===== src/rtl/dict_value_prog_compressor.sv =====
`default_nettype none
// ---------------------------------------------------------------------------
// dict_value_prog_compressor: serial chunker -> programmable codebook -> FIFO
// Revision 1.0
// ---------------------------------------------------------------------------
module dict_value_prog_compressor #(
  parameter int CHUNK_SIZE = 4,
  parameter int INDEX_BITS = 3,
  parameter int NUM_CHUNKS = 32,
  parameter int FIFO_DEPTH = 8
) (
  input  logic                  clk,
  input  logic                  rst,
  input  logic                  data_in,
  input  logic                  data_valid,
  output logic                  data_ready,
  input  logic                  flush,
  input  logic                  cfg_we,
  input  logic [CHUNK_SIZE-1:0] cfg_addr,
  input  logic [INDEX_BITS-1:0] cfg_data,
  output logic [INDEX_BITS-1:0] out_index,
  output logic                  out_valid,
  input  logic                  out_ready,
  output logic                  frame_done,
  output logic                  busy
);
  localparam int ENTRIES = 1 << CHUNK_SIZE;
  localparam int BCW     = $clog2(CHUNK_SIZE + 1);
  localparam int CCW     = $clog2(NUM_CHUNKS + 1);
  localparam int PW      = $clog2(FIFO_DEPTH);

  localparam logic [BCW-1:0] FULL_COUNT = BCW'(CHUNK_SIZE);
  localparam logic [CCW-1:0] FRAME_LEN  = CCW'(NUM_CHUNKS);
  localparam logic [PW:0]    FIFO_CAP   = (PW+1)'(FIFO_DEPTH);

  function automatic logic [INDEX_BITS-1:0] default_entry(input int k);
    int ones;
    ones = 0;
    for (int b = 0; b < CHUNK_SIZE; b++) ones += (k >> b) & 1;
    if (ones > (1 << INDEX_BITS) - 1) ones = (1 << INDEX_BITS) - 1;
    return INDEX_BITS'(ones);
  endfunction

  logic [INDEX_BITS-1:0] codebook [ENTRIES];
  logic [INDEX_BITS-1:0] fifo_mem [FIFO_DEPTH];
  logic [CHUNK_SIZE-1:0] chunk_reg;
  logic [CHUNK_SIZE-1:0] shifted;
  logic [CHUNK_SIZE-1:0] key;
  logic [BCW-1:0]        bit_count;
  logic [BCW-1:0]        filled;
  logic [CCW-1:0]        chunk_cnt;
  logic [CCW-1:0]        cnt_next;
  logic [PW-1:0]         wr_ptr;
  logic [PW-1:0]         rd_ptr;
  logic [PW:0]           occupancy;
  logic                  accept;
  logic                  flush_ok;
  logic                  push;
  logic                  pop;
  logic                  frame_end;

  assign data_ready = occupancy < FIFO_CAP;
  assign out_valid  = occupancy != '0;
  assign out_index  = out_valid ? fifo_mem[rd_ptr] : '0;
  assign busy       = (bit_count != '0) || out_valid;

  // The left shift aligns a partial chunk and discards stale upper bits;
  // for a complete chunk the shift amount is zero.
  always_comb begin
    accept    = data_valid && data_ready;
    flush_ok  = flush && data_ready;
    shifted   = accept ? {chunk_reg[CHUNK_SIZE-2:0], data_in} : chunk_reg;
    filled    = bit_count + BCW'(accept);
    key       = shifted << (FULL_COUNT - filled);
    push      = (filled == FULL_COUNT) || (flush_ok && (filled != '0));
    pop       = out_valid && out_ready;
    cnt_next  = chunk_cnt + CCW'(push);
    frame_end = (push && (cnt_next == FRAME_LEN)) || (flush_ok && (cnt_next != '0));
  end

  always_ff @(posedge clk) begin
    if (rst) begin
      for (int k = 0; k < ENTRIES; k++) codebook[k] <= default_entry(k);
    end else if (cfg_we) begin
      codebook[cfg_addr] <= cfg_data;
    end
  end

  always_ff @(posedge clk) begin
    if (rst) begin
      chunk_reg  <= '0;
      bit_count  <= '0;
      chunk_cnt  <= '0;
      frame_done <= 1'b0;
    end else begin
      chunk_reg  <= shifted;
      bit_count  <= push ? '0 : filled;
      chunk_cnt  <= frame_end ? '0 : cnt_next;
      frame_done <= frame_end;
    end
  end

  always_ff @(posedge clk) begin
    if (rst) begin
      wr_ptr    <= '0;
      rd_ptr    <= '0;
      occupancy <= '0;
    end else begin
      if (push) wr_ptr <= wr_ptr + PW'(1);
      if (pop)  rd_ptr <= rd_ptr + PW'(1);
      occupancy <= occupancy + (PW+1)'(push) - (PW+1)'(pop);
    end
  end

  // Lookup reads the registered codebook, so a same-edge write is not seen.
  always_ff @(posedge clk) begin
    if (push) fifo_mem[wr_ptr] <= codebook[key];
  end

endmodule
`default_nettype wire


===== config.mk =====
export PLATFORM = sky130hd
export DESIGN_NAME = dict_value_prog_compressor
export DESIGN_NICKNAME = d
export VERILOG_FILES = /design/src/rtl/dict_value_prog_compressor.sv
export SDC_FILE = /design/constraint.sdc
export NUM_CORES = 1
export LEC_CHECK = 0
export BUFFER_PORTS_ARGS = -buffer_cell sky130_fd_sc_hd__buf_2
export CORE_ASPECT_RATIO = 1.4
export CORE_UTILIZATION = 40
export DETAILED_ROUTE_END_ITERATION = 10
export PLACE_DENSITY_LB_ADDON = 0.08
export SLEW_MARGIN = 0
export SYNTH_ARGS = -nofsm -noshare
export SYNTH_HDL_FRONTEND = slang
export SYNTH_SLANG_ARGS = --single-unit

===== constraint.sdc =====
create_clock -name clk -period 5.4 [get_ports clk]
set_input_delay 1.08 -clock clk [delete_from_list [all_inputs] [get_ports clk]]
set_output_delay 1.08 -clock clk [all_outputs]
set_load 0.05 [all_outputs]

==> impl_metrics.env <==
export IMPL_status="finished, final reports clean"
export IMPL_maxSlewHeadroom=0.512
export IMPL_clkSinkCount=99
export IMPL_antenna_found_initial=0
export IMPL_gr_usage_met1=0.180
export IMPL_ios=21
export IMPL_dp_hpwl_um=6680
export IMPL_grt_pass1_wl_um=15100
export IMPL_r2r_slack_ns=1.81
export IMPL_n_fill_cell=1067
export IMPL_syn_nets=416
export IMPL_start_kind="input pin"
export IMPL_met2_usage=0.296
export IMPL_r2r_end="fifo_mem[0][1]"
export IMPL_die_height_um=131
export IMPL_ys_seq_elements=99
export IMPL_slowest_delay_ns=0.63
export IMPL_overflow=0
export IMPL_totalWireLength_um=9110
export IMPL_cp_endpoint="fifo_mem[0][1]"
export IMPL_gp_congestion=0.754
export IMPL_worst_path_max_fanout=11
export IMPL_largest_register="codebook"
export IMPL_finalCritPeriodShare=0.701
export IMPL_period_needed_ns=3.79
export IMPL_reg2reg_depth=11
export IMPL_synthesis_area_um2=4760
export IMPL_setup_viol=0
export IMPL_ys_flop_type="edfxtp_1"
export IMPL_met3_usage=0.0301
export IMPL_drtPass1Iterations=4
export IMPL_setup_ws_ns=1.61
export IMPL_crit_required_ns=5.47
export IMPL_hold_path_class="reg -> reg"
export IMPL_crit_buf_inv=2
export IMPL_portBuffers=20
export IMPL_synth_seq_area_share=0.568
export IMPL_top_regs="codebook (48), fifo_mem (24), chunk_cnt (6)"
export IMPL_post_drt_wl_per_cell_um=16.4
export IMPL_cts_tree="done"
export IMPL_path_clk_slew_ns=0.07
export IMPL_fin_setup_tns_ns=0
export IMPL_worst_pin_slew_ns=0.732
export IMPL_vias=2869
export IMPL_cts_buffer_depth=2
export IMPL_drt_iter0_drc=143
export IMPL_grt_util_all_layers=0.162
export IMPL_ant_nets=0
export IMPL_clock_latency_ns=0.34
export IMPL_cts_setup_buffers=0
export IMPL_drive_gt1_frac=0.168
export IMPL_cts_made_buffers=9
export IMPL_cpMostUsedCell="ha_1"
export IMPL_holdBufCountCts=0
export IMPL_grt_pass1_vias=2978
export IMPL_crit_type="in -> reg"
export IMPL_dieArea_um2=12400
export IMPL_pre_cts_ws_ns=1.26
export IMPL_vias_per_cell=5.18
export IMPL_reg2reg_from="bit_count[0]"
export IMPL_crit_path_start="data_valid"
export IMPL_drv_slew=0
export IMPL_synth_edf_count=72
export IMPL_critPathSlowestCell="or4_1"
export IMPL_h_tree_depth=3
export IMPL_final_cell_count_no_fill=554
export IMPL_initial_core_util=0.416
export IMPL_grt_max_degree=39
export IMPL_crit_family="simple AND/OR/NAND/NOR gates"
export IMPL_drcViolationCount=0
export IMPL_pwr_density_cell_nw_per_um2=463
export IMPL_arrival_ns=3.85
export IMPL_dieWidth_um=94.2
export IMPL_rsz0062_at_grt="false"
export IMPL_finalHoldViolations=0
export IMPL_synth_cell_types=51
export IMPL_layout_common_cells="72 x edfxtp_1, 44 x nor2_1, 30 x and2_1"
export IMPL_crit_chain="buf_2 > nand2b_4 > nor2_1 > ha_1 > inv_1 > ha_1 > or4_1 > a21oi_4 > mux2_2 > a22oi_1"
export IMPL_clock_root_buffer="clkbuf_16"
export IMPL_largest_register_ffs=48
export IMPL_peakVddDrop_v=0.000167
export IMPL_core_um2=11500
export IMPL_clock_skew_ns=0.00694
export IMPL_endpoint_kind="flop"
export IMPL_nets=431
export IMPL_leakagePower_uw=0.00188
export IMPL_top_usage_layer="met2"
export IMPL_cts_resized_gates=0
export IMPL_dp_cells=538
export IMPL_maxCapViolations=0
export IMPL_antennaDiodeCount=0
export IMPL_cp_depth=10
export IMPL_synth_async_reset_ratio=0
export IMPL_synth_avg_cell_area_um2=12.2
export IMPL_synthCells=390
export IMPL_std_cell_rows=46
export IMPL_final_common_cell="edfxtp_1"
export IMPL_fmax_mhz=264
export IMPL_synthToLayoutAreaGrowth_pct=11.3
export IMPL_synth_warnings=0
[per-stage QoR]
step	hold WS [ns]	util	power, µW	area, µm²
floorplan	0.441	-	1590	4760
global placement	0.467	0.432	1730	4950
detailed placement	0.481	0.432	1740	4950
CTS	0.496	0.463	2490	5300
global route	0.533	0.463	2590	5300
finish	0.493	0.463	2450	5300
[power breakdown]
part	switching [µW]	total (µW)	internal, µW
combinational	444	729	285
sequential	55.4	986	931
clock	283	739	457
[per-layer routing]
metal,routed length (µm),vias up
li1,-,1442
met1,3760,1388
met2,5040,29
met3,160,10
met4,150,0
met5,0,-
[how the worst min path moves through the flow]
stage,cells after the start,end,slack [ns],startpoint
2_1_floorplan,2,chunk_reg[3],0.44,chunk_reg[3]
3_3_place_gp,2,rd_ptr[1],0.47,rd_ptr[1]
3_5_place_dp,2,rd_ptr[1],0.48,rd_ptr[1]
4_1_cts,2,rd_ptr[1],0.50,rd_ptr[1]
5_1_grt,2,rd_ptr[1],0.53,rd_ptr[1]
6_report,2,rd_ptr[1],0.49,rd_ptr[1]
[logic make-up (layout without fill, tap and decap cells)]
group | count (synthesis) | in the layout | synth area share
buffers and inverters | 30 | 50 | 0.0307
adder cells (fa/ha/maj) | 12 | 12 | 0.0331
AND/OR/NAND/NOR | 171 | 171 | 0.193
XOR/XNOR | 14 | 14 | 0.0289
flip-flops | 99 | 99 | 0.568
AO/OA/AOI/OAI | 35 | 35 | 0.0617
multiplexers | 29 | 29 | 0.0851
[cell type report]
class / count / area, µm² / area share
clock buffer: 9 / 225 / 0.0425
clock inverter: 7 / 123 / 0.0231
inverter: 13 / 48.8 / 0.00921
multi-input combinational: 261 / 1910 / 0.361
sequential: 99 / 2700 / 0.510
tap: 144 / 180 / 0.0340
timing repair buffer: 21 / 108 / 0.0203
[worst reg2reg max path, stage by stage, from the launching register on]
cell and delay, ns:
dfxtp_1 0.59, inv_1 0.17, nor2_1 0.14, ha_1 0.23, inv_1 0.07, ha_1 0.20
xor3_1 0.34, nor2_1 0.14, a21boi_2 0.45, a222oi_1 0.21, mux2_2 0.29, a22oi_1 0.46
[Yosys cell counts (7+ instances only)]
library cell | number | area share
xnor2_1 | 7 | 0.013
and2_1 | 30 | 0.039
mux2_2 | 8 | 0.019
clkbuf_1 | 10 | 0.0079
edfxtp_1 | 72 | 0.45
mux2i_1 | 9 | 0.019
nand2b_1 | 10 | 0.013
or2_1 | 17 | 0.022
nand3_1 | 7 | 0.0074
nor3_1 | 12 | 0.013
nor2_1 | 44 | 0.035
ha_1 | 11 | 0.029
a222oi_1 | 10 | 0.021
or3_1 | 17 | 0.022
a21oi_1 | 8 | 0.0084
nand2_1 | 17 | 0.013
dfxtp_1 | 27 | 0.11
inv_1 | 9 | 0.0071
No activity file was read; power rests on OpenSTA's default activity.
